--- config.mk ---
export PLATFORM = sky130hd
export DESIGN_NAME = reset_sequencer
export DESIGN_NICKNAME = d
export VERILOG_FILES = /design/src/rtl/reset_sequencer.sv
export SDC_FILE = /design/constraint.sdc
export NUM_CORES = 1
export LEC_CHECK = 0
export CAP_MARGIN = 40
export CORE_ASPECT_RATIO = 1.25
export CORE_UTILIZATION = 39
export CTS_CLUSTER_DIAMETER = 80
export DETAILED_ROUTE_END_ITERATION = 12
export MAX_ROUTING_LAYER = met4
export PLACE_DENSITY = 0.59
export REMOVE_ABC_BUFFERS = 1
export SKIP_CTS_REPAIR_TIMING = 1
export SYNTH_ARGS = -nofsm -noshare
export SYNTH_HDL_FRONTEND = slang
export SYNTH_SLANG_ARGS = --single-unit
--- constraint.sdc ---
create_clock -name Clock -period 4.07 [get_ports Clock]
set_input_delay 0.814 -clock Clock [delete_from_list [all_inputs] [get_ports Clock]]
set_output_delay 0.814 -clock Clock [all_outputs]
set_load 0.02 [all_outputs]
--- src/rtl/reset_sequencer.sv ---
// reset_sequencer: central reset controller downstream of the reset synchronizer.
// Holds all reset domains for HOLD_CYCLES after system reset or a software /
// watchdog request, then releases NUM_STAGES domains in order (bit 0 first)
// spaced STAGE_GAP cycles apart, and records the cause of the last reset.
//
// Optional feature (macro RESET_SEQ_ACK_EN): stage k>=1 additionally waits for
// StageAck[k-1], and Ready additionally waits for StageAck[NUM_STAGES-1].
//
// Ports:
//   Clock        in   system clock
//   Reset        in   asynchronous active-low reset (synchronized system reset)
//   SwResetReq   in   software reset request, level-sampled
//   WdtResetReq  in   watchdog reset request, level-sampled (wins over software)
//   StageAck     in   per-stage out-of-reset acknowledge (ack build only)
//   StageRst_n   out  staged active-low resets, registered
//   Ready        out  all stages released and sequencer in RUN, registered
//   ResetCause   out  00 external, 01 software, 10 watchdog, registered
module reset_sequencer #(
    parameter int unsigned NUM_STAGES  = 3,
    parameter int unsigned HOLD_CYCLES = 16,
    parameter int unsigned STAGE_GAP   = 4,
    parameter int unsigned CNT_W       = 8
) (
    input  logic                  Clock,
    input  logic                  Reset,
    input  logic                  SwResetReq,
    input  logic                  WdtResetReq,
    input  logic [NUM_STAGES-1:0] StageAck,
    output logic [NUM_STAGES-1:0] StageRst_n,
    output logic                  Ready,
    output logic [1:0]            ResetCause
);

    localparam int unsigned IDX_W = (NUM_STAGES > 1) ? $clog2(NUM_STAGES) : 1;

    localparam logic [CNT_W-1:0] HOLD_LAST = CNT_W'(HOLD_CYCLES - 1);
    localparam logic [CNT_W-1:0] GAP_LAST  = CNT_W'(STAGE_GAP - 1);
    localparam logic [IDX_W-1:0] LAST_IDX  = IDX_W'(NUM_STAGES - 1);

    localparam logic [1:0] CAUSE_EXT = 2'b00;
    localparam logic [1:0] CAUSE_SW  = 2'b01;
    localparam logic [1:0] CAUSE_WDT = 2'b10;

    typedef enum logic [1:0] {
        ST_HOLD    = 2'd0,
        ST_RELEASE = 2'd1,
        ST_ACKWAIT = 2'd2,
        ST_RUN     = 2'd3
    } state_t;

`ifdef RESET_SEQ_ACK_EN
    localparam bit ACK_MODE = 1'b1;
`else
    localparam bit ACK_MODE = 1'b0;
`endif

    // After the last stage is released: straight to RUN, or wait for the final ack.
    localparam state_t DONE_ST = ACK_MODE ? ST_ACKWAIT : ST_RUN;

    state_t                  state, state_nxt;
    logic [CNT_W-1:0]        cnt, cnt_nxt;
    logic [IDX_W-1:0]        idx, idx_nxt;
    logic [NUM_STAGES-1:0]   stage_rst_n_nxt;
    logic                    ready_nxt;
    logic [1:0]              cause_nxt;

    logic                    gap_ack_c;
    logic                    last_ack_c;

    // Acknowledge qualifiers; constant-true when the ack feature is compiled out.
`ifdef RESET_SEQ_ACK_EN
    logic [IDX_W-1:0] prev_idx_c;
    assign prev_idx_c = idx - IDX_W'(1);
    assign gap_ack_c  = StageAck[prev_idx_c];
    assign last_ack_c = StageAck[NUM_STAGES-1];
`else
    logic unused_stage_ack;
    assign unused_stage_ack = ^StageAck;
    assign gap_ack_c  = 1'b1;
    assign last_ack_c = 1'b1;
`endif

    // State and registered outputs.
    always_ff @(posedge Clock or negedge Reset) begin
        if (!Reset) begin
            state      <= ST_HOLD;
            cnt        <= '0;
            idx        <= '0;
            StageRst_n <= '0;
            Ready      <= 1'b0;
            ResetCause <= CAUSE_EXT;
        end else begin
            state      <= state_nxt;
            cnt        <= cnt_nxt;
            idx        <= idx_nxt;
            StageRst_n <= stage_rst_n_nxt;
            Ready      <= ready_nxt;
            ResetCause <= cause_nxt;
        end
    end

    // Next-state and next-output logic; requests override every state.
    always_comb begin
        state_nxt       = state;
        cnt_nxt         = cnt;
        idx_nxt         = idx;
        stage_rst_n_nxt = StageRst_n;
        ready_nxt       = Ready;
        cause_nxt       = ResetCause;

        if (WdtResetReq || SwResetReq) begin
            state_nxt       = ST_HOLD;
            cnt_nxt         = '0;
            idx_nxt         = '0;
            stage_rst_n_nxt = '0;
            ready_nxt       = 1'b0;
            cause_nxt       = WdtResetReq ? CAUSE_WDT : CAUSE_SW;
        end else begin
            unique case (state)
                ST_HOLD: begin
                    stage_rst_n_nxt = '0;
                    if (cnt == HOLD_LAST) begin
                        cnt_nxt            = '0;
                        stage_rst_n_nxt[0] = 1'b1;
                        if (NUM_STAGES == 1) begin
                            state_nxt = DONE_ST;
                            ready_nxt = !ACK_MODE;
                        end else begin
                            state_nxt = ST_RELEASE;
                            idx_nxt   = IDX_W'(1);
                        end
                    end else begin
                        cnt_nxt = cnt + CNT_W'(1);
                    end
                end

                ST_RELEASE: begin
                    if (cnt == GAP_LAST) begin
                        // Gap expired: release only with the previous stage's ack,
                        // otherwise park the counter at its terminal value.
                        if (gap_ack_c) begin
                            stage_rst_n_nxt[idx] = 1'b1;
                            cnt_nxt              = '0;
                            if (idx == LAST_IDX) begin
                                state_nxt = DONE_ST;
                                ready_nxt = !ACK_MODE;
                            end else begin
                                idx_nxt = idx + IDX_W'(1);
                            end
                        end
                    end else begin
                        cnt_nxt = cnt + CNT_W'(1);
                    end
                end

                ST_ACKWAIT: begin
                    if (last_ack_c) begin
                        state_nxt = ST_RUN;
                        ready_nxt = 1'b1;
                    end
                end

                ST_RUN: begin
                    stage_rst_n_nxt = '1;
                    ready_nxt       = 1'b1;
                end

                default: begin
                    state_nxt = ST_HOLD;
                    cnt_nxt   = '0;
                    idx_nxt   = '0;
                end
            endcase
        end
    end

endmodule

==> results of run 1 <==
stage by stage:
stage / power, mW / instances / hold WS [ns] / cell area, um2 / utilization [%]
final: 0.318 / 170 / 0.489 / 1310 / 47.8
after global routing: 0.339 / 170 / 0.534 / 1310 / 47.8
after CTS: 0.327 / 170 / 0.497 / 1310 / 47.8
after detailed placement: 0.210 / 166 / 0.469 / 1270 / 46.5
after global placement: 0.208 / 165 / 0.465 / 1260 / 46.1
after floorplan: 0.195 / 121 / 0.490 / 1120 / -
worst max-delay path: cells and delay by family:
kind | cells | cell delay (ns)
AND/OR/NAND/NOR | 2 | 0.94
buffers and inverters | 1 | 0.45
AO/OA/AOI/OAI | 2 | 0.29
per-layer routing:
metal / wire length, um / vias up
met5: 0 / -
met4: 27 / 0
met3: 41 / 4
met2: 1210 / 9
met1: 1140 / 460
li1: - / 487
final cells by class:
| type | instances | area [um2] |
|---|---|---|
| inverters | 8 | 30.0 |
| clock buffers | 4 | 36.3 |
| multi-input cells | 95 | 639 |
| repair buffers | 11 | 109 |
| fillers | 280 | 1430 |
| well taps | 34 | 42.5 |
| flip-flops and latches | 18 | 450 |
cells in the final DEF (no fill, tap or decap), types with 2 or more instances in the layout:
cell type and instances:
dfrtp_1 18, o21ai_0 10, a211oi_1 4, o221a_2 2, nand4_1 5, a21oi_1 5
o31ai_1 2, xor2_1 2, a31oi_1 3, nand2_1 4, and2_1 2, clkbuf_4 3
nand3_1 9, and3_1 3, o21a_1 2, ha_1 8, nor2_1 13, o21ai_1 2
clkdlybuf4s50_1 9, inv_1 8
power groups by stage:
stage	logic (mW)	registers [mW]	clock network [mW]
3_5_place_dp	0.0234	0.186	0
6_report	0.0225	0.183	0.113
4_1_cts	0.0233	0.183	0.121
5_1_grt	0.0250	0.183	0.131
3_3_place_gp	0.0218	0.186	0
2_1_floorplan	0.00715	0.188	0
cell families after synthesis:
kind of cell	Yosys count	share of synthesized area [%]
flip-flops	18	39.3
AND/OR/NAND/NOR	48	22.9
adder cells (fa/ha/maj)	8	8.73
XOR/XNOR	2	1.53
AO/OA/AOI/OAI	37	22.6
buffers and inverters	13	4.91
flip-flops by register name, summed over array words and instances (netlist names):
register and flops:
cnt 8, StageRst_n 3, state 2, idx 2, Ready 1, ResetCause 2
worst paths after layout:
path | endpoint | cells past startpoint | start | slack, ns
max reg2reg | cnt[4] | 6 | state[1] | 1.83
min reg2reg | ResetCause[1] | 1 | ResetCause[1] | 0.49
min | ResetCause[1] | 1 | ResetCause[1] | 0.49
max in group asynchronous | cnt[6] | 2 | Reset | 2.83
min in group asynchronous | StageRst_n[2] | 1 | Reset | 0.81
max | cnt[4] | 5 | SwResetReq | 1.79
==> impl_metrics.yaml, run 1 <==
route:
  viasPerCell: 5.65
  wl_per_cell_um: 14.2
  drt_iter0_markers: 23
  finalWirelength_um: 2420
  vias: 960
  ant_nets: 0
  drt_first_pass_iters: 4
  post-route-drc-count: 0
synth:
  ys_top_cells_by_area: "dfrtp_1 39%, ha_1 8.7%, o21ai_0 4.4%"
  syn_area_um2: 1150
  avgSynthCellArea_um2: 9.10
  post_synth_num_cell_types: 39
  ys_warn_count: 0
  synth_most_common_cell: "dfrtp_1"
  synth.top_cell.area_share_pct: 39.3
  synthFlopType: "dfrtp_1"
  yosys.area.top_type: "dfrtp_1"
  ys_top_cells_by_count: "18 x dfrtp_1, 13 x nor2_1, 10 x o21ai_0, 9 x nand3_1"
  synth_edf_count: 0
  synthCells: 126
  ys_ff_latch: 18
  synth_seq_area_share_pct: 39.3
  async_flop_share_pct: 100
global_route:
  grt_max_degree: 18
  grt_pass1_wl_um: 4280
  globalRouteMet3Util_pct: 2.92
  antenna_found_initial: 0
  grt_overflow: 0
  met2_usage_pct: 29.3
  grtUsageMet1_pct: 22.1
  grt_pass1_vias: 959
  grt_usage_pct: 18.2
  busiest_layer: "met2"
finish:
  nNetsFinal: 152
  drive_above_1_share_pct: 9.56
  area_growth_pct: 14.1
  antenna-diode-count: 0
worst_setup_path:
  slowest_delay_ns: 0.55
  endpoint_kind: "flip-flop"
  arrival_ns: 2.49
  path_cells: "clkdlybuf4s50_1 -> or2_2 -> nor3_1 -> o21ai_0 -> o31ai_1"
  critPathMaxFanout: 7
  critPathSlowestCell: "nor3_1"
  setup.worst_path.start_class: "input pin"
  criticalPathCategory: "in2reg"
  crit_required_ns: 4.28
pwr:
  combPwrFrac_pct: 7.1
  power_frac_seq_pct: 57.4
  p_int_mw: 0.245
  p_sw_mw: 0.0731
  clkPwrFrac_pct: 35.5
  ir_drop_mv: 0.110
  p_per_area_nw_per_um2: 243
  p_sw_share_pct: 23.0
  leakagePower_nw: 0.536
clock_network:
  cts_sinks: 18
  clock_path_buffers: 2
  cts.htree.levels: 1
  root_buffer: "clkbuf_4"
  cts_tree: "yes"
  numCtsBuffers: 3
  clkSlewWorstSetupHoldPaths_ns: 0.11
  clk_latency_ns: 0.30
timing:
  setup_viol: 0
  final-max-slew-violation-count: 0
  rsz0062_at_grt: "false"
  fmax_mhz: 439
  post-route-period-util_pct: 55.9
  clock_skew_ns: 0.00321
  worstMarginPinSlew_ns: 0.677
  fin_ws_ns: 1.79
  slew_headroom_pct: 54.5
  setup_tns_ns: 0
  hold_viol_final: 0
  min_period_ns: 2.28
placement:
  dp_hpwl_um: 1760
  post-place-ws_ns: 1.46
  place_congestion: 0.796
  port_buffers: 9
worst_hold_path:
  hold_class: "reg2reg"
floorplan:
  top_level_ports: 13
  start_util_pct: 41.9
  die-area_um2: 3160
  die-width_um: 50.5
  die_h_um: 62.6
  rows: 21
  core_um2: 2730
job:
  cap_violations: 0
run_status:
  outcome: "completed"
No activity file was read; power rests on OpenSTA's default activity.
==> run 2, diff against run 1 <==
- clock period: 4.07 -> 2.39 ns (I/O delays scaled with it)
==> run 2 against run 1 <==
  * Register-to-register slack worse by 1.3 ns
  * Critical path depth unchanged
  * Highest routed layer unchanged
  * Via count up 0.83%
  * Clock skew increased by 0.0041 ns
  * Core utilization rose by 0.41 points
  * Die area stayed put
  * Sequential power is 70% higher
  * Power up 70%
  * Non-clock buffer count up 2
  * First-iteration DRC count is 52% lower
  * Clock power is 69% higher
  * Combinational power is 68% higher
==> impl_metrics.yaml, run 2 (synthesis results as in run 1) <==
finish:
  top_register: "cnt"
  area_growth_pct: 15.1
  design_area_um2: 1320
  fillCellCount: 278
  antenna-diode-count: 0
  largest_reg_flops: 8
  layout_commonest_cell: "dfrtp_1"
  final_cell_mix: "18 x dfrtp_1, 13 x nor2_1, 10 x o21ai_0, 9 x nand3_1, 9 x clkdlybuf4s50_1"
  final_core_utilization_pct: 48.3
  drive_above_1_share_pct: 10.9
  nNetsFinal: 154
  largestRegisters: "cnt: 8 flops, StageRst_n: 3 flops"
placement:
  dp_hpwl_um: 1760
  port_buffers: 9
  post-place-ws_ns: 0.407
  placed_cell_area_um2: 1280
  place_congestion: 0.813
clock_network:
  cts.htree.levels: 1
  root_buffer: "clkbuf_4"
  cts_sinks: 18
  cts_tree: "yes"
  numCtsBuffers: 3
  clock_path_buffers: 2
  clk_latency_ns: 0.29
  clkSlewWorstSetupHoldPaths_ns: 0.10
route:
  ant_nets: 0
  drt_first_pass_iters: 4
  viasPerCell: 5.63
  wl_per_cell_um: 14.2
  post-route-drc-count: 0
  drt_iter0_markers: 11
  finalWirelength_um: 2450
  vias: 968
timing:
  slew_headroom_pct: 66.6
  worstMarginPinSlew_ns: 0.497
  rsz0062_at_grt: "false"
  post-route-period-util_pct: 79.6
  clock_skew_ns: 0.00729
  setup_viol: 0
  hold_viol_final: 0
  setup_tns_ns: 0
  holdWs_ns: 0.488
  final-max-slew-violation-count: 0
  fmax_mhz: 526
  fin_ws_ns: 0.488
  min_period_ns: 1.90
worst_setup_path:
  setup.worst_path.start_class: "flip-flop"
  critPathSlowestCell: "or3b_2"
  crit_required_ns: 2.59
  arrival_ns: 2.11
  endpoint_kind: "flip-flop"
  path_cells: "ha_1 -> or3b_2 -> o311ai_4 -> a21oi_1 -> a211oi_1"
  slowest_delay_ns: 0.55
  critPathMaxFanout: 6
  criticalPathCategory: "reg2reg"
global_route:
  grt_overflow: 0
  grt_usage_pct: 18.7
  grt_pass1_wl_um: 4520
  grt_max_degree: 19
  grt_pass1_vias: 1021
  antenna_found_initial: 0
floorplan:
  die-width_um: 50.5
  start_util_pct: 41.9
  rows: 21
  top_level_ports: 13
  die_h_um: 62.6
  core_um2: 2730
  die-area_um2: 3160
pwr:
  ir_drop_mv: 0.289
  leakagePower_nw: 0.546
  p_per_area_nw_per_um2: 409
run_status:
  outcome: "completed"
worst_hold_path:
  hold_class: "reg2reg"
job:
  cap_violations: 0
-- run 2: cell count changes in the layout (fill, tap and decap cells not counted), sizes merged --
cell and change:
buf +2
-- run 2: where the power goes --
part	internal, mW	switching (mW)	total, mW
registers	0.308	0.00277	0.311
logic	0.0153	0.0224	0.0377
clock network	0.0928	0.0979	0.191
total	0.416	0.123	0.539
-- run 2: layer usage --
metal  global-route usage, %  up-vias  wire, um
li1                        -      488         -
met4                    5.21        0        28
met5                       -        -         0
met2                    32.8       11      1230
met1                    21.3      465      1130
met3                    3.65        4        57
-- run 2: worst max-delay path: cells and delay by family (launching register included) --
family / cells / cell delay (ns)
fa+ha+maj: 1 / 0.26
compound gates: 3 / 0.59
simple gates: 1 / 0.55
flops: 1 / 0.41
-- run 2: final timing paths --
path                            slack (ns)           from            end  cells after the start
worst max-delay path                  0.49         cnt[0]       state[1]                      5
worst min-delay path                  0.49  ResetCause[1]  ResetCause[1]                      1
worst max register to register        0.49         cnt[0]       state[1]                      5
worst min register to register        0.49  ResetCause[1]  ResetCause[1]                      1
max in group asynchronous             1.68          Reset         cnt[3]                      2
min in group asynchronous             0.50          Reset         cnt[7]                      2
-- run 2: layout make-up --
type                       count  area [um2]  area share (%)
sequential                    18         450            34.2
inverter                       8        30.0            2.28
tap                           34        42.5            3.23
timing repair buffer          13         120            9.11
clock buffer                   4        36.3            2.75
multi-input combinational     95         639            48.5
-- run 2: per-stage QoR --
stage / cells / power [mW]
floorplan: 121 / 0.332
global placement: 168 / 0.356
detailed placement: 168 / 0.356
CTS: 172 / 0.551
global route: 172 / 0.567
finish: 172 / 0.539
==> run 3, diff against run 2 <==
- PLACE_DENSITY: 0.59 -> 0.61
- clock period: 2.39 -> 1.6 ns (I/O delays scaled with it)
==> run 3 against run 2 <==
  * Sequential power increased by 49%
  * Final area increased by 25%
  * Hold slack got worse by 0.14 ns
  * Highest routed layer unchanged
  * Clock skew decreased by 0.0054 ns
  * Flip-flop and latch count unchanged
  * The flow now finishes with violations (negative setup slack)
  * Fmax increased by 10%
  * Worst setup slack got worse by 0.61 ns
  * Core utilization increased by 12 points
==> impl_metrics.yaml, run 3 (synthesis results as in run 1) <==
placement:
  place_congestion: 0.800
  port_buffers: 9
  dp_hpwl_um: 2120
  post-place-ws_ns: -0.217
floorplan:
  die-area_um2: 3160
  die-width_um: 50.5
  die_h_um: 62.6
  start_util_pct: 41.9
  rows: 21
  top_level_ports: 13
  core_um2: 2730
timing:
  setup_viol: 9
  post-route-period-util_pct: 108
  clock_skew_ns: 0.00188
  slew_headroom_pct: 72.4
  holdWs_ns: 0.345
  fin_ws_ns: -0.123
  min_period_ns: 1.72
  final-max-slew-violation-count: 0
  fmax_mhz: 580
  hold_viol_final: 0
  worstMarginPinSlew_ns: 0.408
  rsz0062_at_grt: "true"
job:
  cap_violations: 0
clock_network:
  cts_tree: "yes"
  clock_path_buffers: 2
  numCtsBuffers: 3
  clkSlewWorstSetupHoldPaths_ns: 0.10
  root_buffer: "clkbuf_4"
  cts_sinks: 18
  cts.htree.levels: 1
  clk_latency_ns: 0.29
finish:
  area_growth_pct: 43.8
  nNetsFinal: 184
  top_register: "cnt"
  drive_above_1_share_pct: 35.9
  antenna-diode-count: 0
  layout_commonest_cell: "buf_4"
  largestRegisters: "cnt: 8 flops, StageRst_n: 3 flops"
  largest_reg_flops: 8
  final_core_utilization_pct: 60.3
  final_cell_mix: "33 x buf_4, 18 x dfrtp_1, 11 x nor2_1, 8 x inv_1, 8 x nand3_1"
  fillCellCount: 261
global_route:
  globalRouteMet3Util_pct: 3.16
  grt_overflow: 0
  grt_max_degree: 19
  antenna_found_initial: 0
  met2_usage_pct: 34.5
  grt_pass1_wl_um: 4900
  grt_pass1_vias: 1134
  grtUsageMet1_pct: 23.6
  busiest_layer: "met2"
  grt_usage_pct: 20.7
run_status:
  failed_checks: "negative setup slack"
  outcome: "finished, violations left"
worst_setup_path:
  crit_family: "compound AO/OA/AOI/OAI gates"
  critPathSlowestCell: "or3b_4"
  slowest_delay_ns: 0.42
  crit_required_ns: 1.84
  path_cells: "ha_2 -> or3b_4 -> o311ai_4 -> a21boi_2 -> o21a_1"
  path_buf_inv: 0
  critPathMaxFanout: 4
  criticalPathCategory: "reg2reg"
  endpoint_kind: "flip-flop"
  setup.worst_path.start_class: "flip-flop"
  arrival_ns: 1.96
route:
  drt_iter0_markers: 22
  vias: 1127
  drt_first_pass_iters: 5
  finalWirelength_um: 3030
  post-route-drc-count: 0
  ant_nets: 0
  wl_per_cell_um: 15.1
  viasPerCell: 5.61
worst_hold_path:
  hold_class: "in2async"
pwr:
  ir_drop_mv: 0.356
  p_per_area_nw_per_um2: 469
  leakagePower_nw: 0.799
  totalPowerFinal_mw: 0.773
==> run 3: cell types whose count changed in the layout (fill, tap and decap cells not counted), sizes merged <==
cell,change
clkbuf,-1
dlymetal6s2s,+6
buf,+30
clkdlybuf4s50,-6
==> run 3: worst register-to-register path, cell delays in order (launching register included) <==
cell      delay [ns]
dfrtp_1         0.38
ha_2            0.20
or3b_4          0.42
o311ai_4        0.34
a21boi_2        0.21
o21a_1          0.12
==> run 3: metal layers <==
metal | part of all wire, % | wire, um | vias up
li1 | - | - | 550
met1 | 44 | 1340 | 556
met2 | 52 | 1590 | 15
met3 | 1.9 | 58 | 6
met4 | 1.5 | 45 | 0
met5 | 0 | 0 | -
==> run 3: final cells by class <==
cell class | instances | area (um2) | share of cell area [%]
Multi-Input combinational cell | 95 | 738 | 44.8
Sequential cell | 18 | 450 | 27.3
Timing Repair Buffer | 43 | 364 | 22.1
Tap cell | 34 | 42.5 | 2.58
Inverter | 8 | 30.0 | 1.82
Clock buffer | 3 | 22.5 | 1.37
==> run 3: per-stage QoR <==
step	std cells	instance area (um2)	TNS (ns)
final	201	1650	-0.603
after global routing	201	1650	-1.47
after CTS	197	1500	-1.92
after detailed placement	194	1480	-1.79
after global placement	194	1480	-1.08
after floorplan	121	1120	-1.94
==> run 3: worst paths after layout <==
path	from	to	slack, ns	cells after the start
worst max-delay path	cnt[0]	state[0]	-0.12	5
worst min-delay path	Reset	Ready	0.35	2
worst max register to register	cnt[0]	state[0]	-0.12	5
worst min register to register	ResetCause[1]	ResetCause[1]	0.50	1
max in group asynchronous	Reset	StageRst_n[0]	1.06	2
min in group Clock	ResetCause[1]	ResetCause[1]	0.50	1
==> run 3: power by group <==
group | total, mW | internal, mW | switching (mW)
Sequential | 0.464 | 0.460 | 0.00326
Combinational | 0.0786 | 0.0385 | 0.0401
Clock | 0.230 | 0.0876 | 0.143
==> patch, RTL diff (config.mk and constraints of run 3) <==
Reset style: synchronous (`Reset`), changed in one clocked block. Comments in the files are not updated.
--- a/src/rtl/reset_sequencer.sv
+++ b/src/rtl/reset_sequencer.sv
@@ -81,7 +81,7 @@
 `endif
 
     // State and registered outputs.
-    always_ff @(posedge Clock or negedge Reset) begin
+    always_ff @(posedge Clock) begin
         if (!Reset) begin
             state      <= ST_HOLD;
             cnt        <= '0;
Check against the original RTL: differs if Reset is asserted again (counterexample within 4 cycles, from zero or initial values and one cycle with Reset low); with Reset held inactive, the same outputs for 10 cycles.
==> patch against run 3 <==
  * Sequential cell count stayed put
  * Routed wire length down 30%
  * Total power rose by 1.5%
  * Largest cell class unchanged
  * Worst setup slack better by 0.18 ns
  * Synthesized area is 11% lower
  * Synthesized cell count shrank 11%
  * Clock skew rose by 0.0042 ns
  * Sequential power is 2% lower
  * Critical path depth is 4 lower
  * Count of clock-buffer cells in the layout grew 1
  * Design area fell by 14%
  * Cell count down 12%
  * Utilization decreased by 2.6 points
  * Global-route usage shrank 3.6 points
==> patch: results (changes against run 3) <==
metric	value	unit	change
adder-cell area share of the yosys netlist	11.1	%	+2.3 points
ranking of synthesized cells by area	dfxtp_1 (35%), ha_1 (11%), nor2_1 (5.5%), xnor2_1 (5.2%), nor3b_2 (3.7%)		
slowest library cell on the worst path	clkdlybuf4s50_1		
DP Area	0.00130	mm2	-12%
max incr delay on CP	0.59	ns	+0.17 ns
Crit path max-delay family	buffers and inverters		
fin crit period	1.54	ns	-0.180 ns
vias in the first global route	834		-26%
CP endpoint	ResetCause[1]		
Worst Max-Slew Pin Slew	0.331	ns	-0.0770 ns
outcome	completed		
VDD IR max	0.378	mV	+6.1%
Layout fillers	238		-8.8%
Hold WS	0.467	ns	+0.122 ns
Layout Skew	0.00605	ns	+0.00417 ns
Util after Layout	57.7	%	-2.6 points
Yosys cell types	38		-2.6%
largest net degree at the start of global routing	13		-6
Layout Nets	161		-13%
dpl cells	173		-11%
Leak	0.000620	uW	-22%
Switching Fraction	21.5	%	-2.6 points
fin cells	177		-12%
RR Startpoint	cnt[0]		
Routed WL	2130	um	-30%
reg2reg end	idx[0]		
Post-Synth XOR/XNOR Area	6.03	%	+4.5 points
CP Launch Point	ResetCause[1]		
first-pass GRT wire length	3330	um	-32%
mux share of post-synthesis cell area	1.97	%	+2.0 points
GRT Resource Usage Total	17.1	%	-3.6 points
dpl hpwl	1580	um	-25%
dpl ws	-0.0924	ns	+0.124 ns
routability cong.	0.786		-1.8%
layout cells sized above 1	30.6	%	-5.4 points
sequential element share of the synthesized area	35.4	%	-3.9 points
-- patch: cell types whose count changed after synthesis, sizes merged, moves of 3 or more --
cell,change
nand2,+3
o21ai,-7
dfrtp,-18
and3,-3
o21a,+3
nand3,-5
a31oi,-3
xnor2,+6
nand4,-4
nor3,+4
dfxtp,+18
inv,-3
nor3b,+4
-- patch: power groups by stage --
stage | registers (uW) | clock network (uW) | logic [uW]
global placement | 464 | 0 | 43.1
detailed placement | 464 | 0 | 43.7
finish | 454 | 287 | 44.2
CTS | 454 | 299 | 44.0
global route | 454 | 314 | 47.5
floorplan | 468 | 0 | 12.3
-- patch: cell type report --
class,count,area share [%]
multi-input cells,86,48.6
flip-flops and latches,18,25.6
repair buffers,31,18.9
well taps,33,2.92
clock buffers,4,2.56
inverters,5,1.33
-- patch: routing by layer --
metal,wire length [um],global-route usage [%]
met1,919,19.1
met2,1130,28.0
met3,37,2.74
met4,48,9.52
met5,0,-
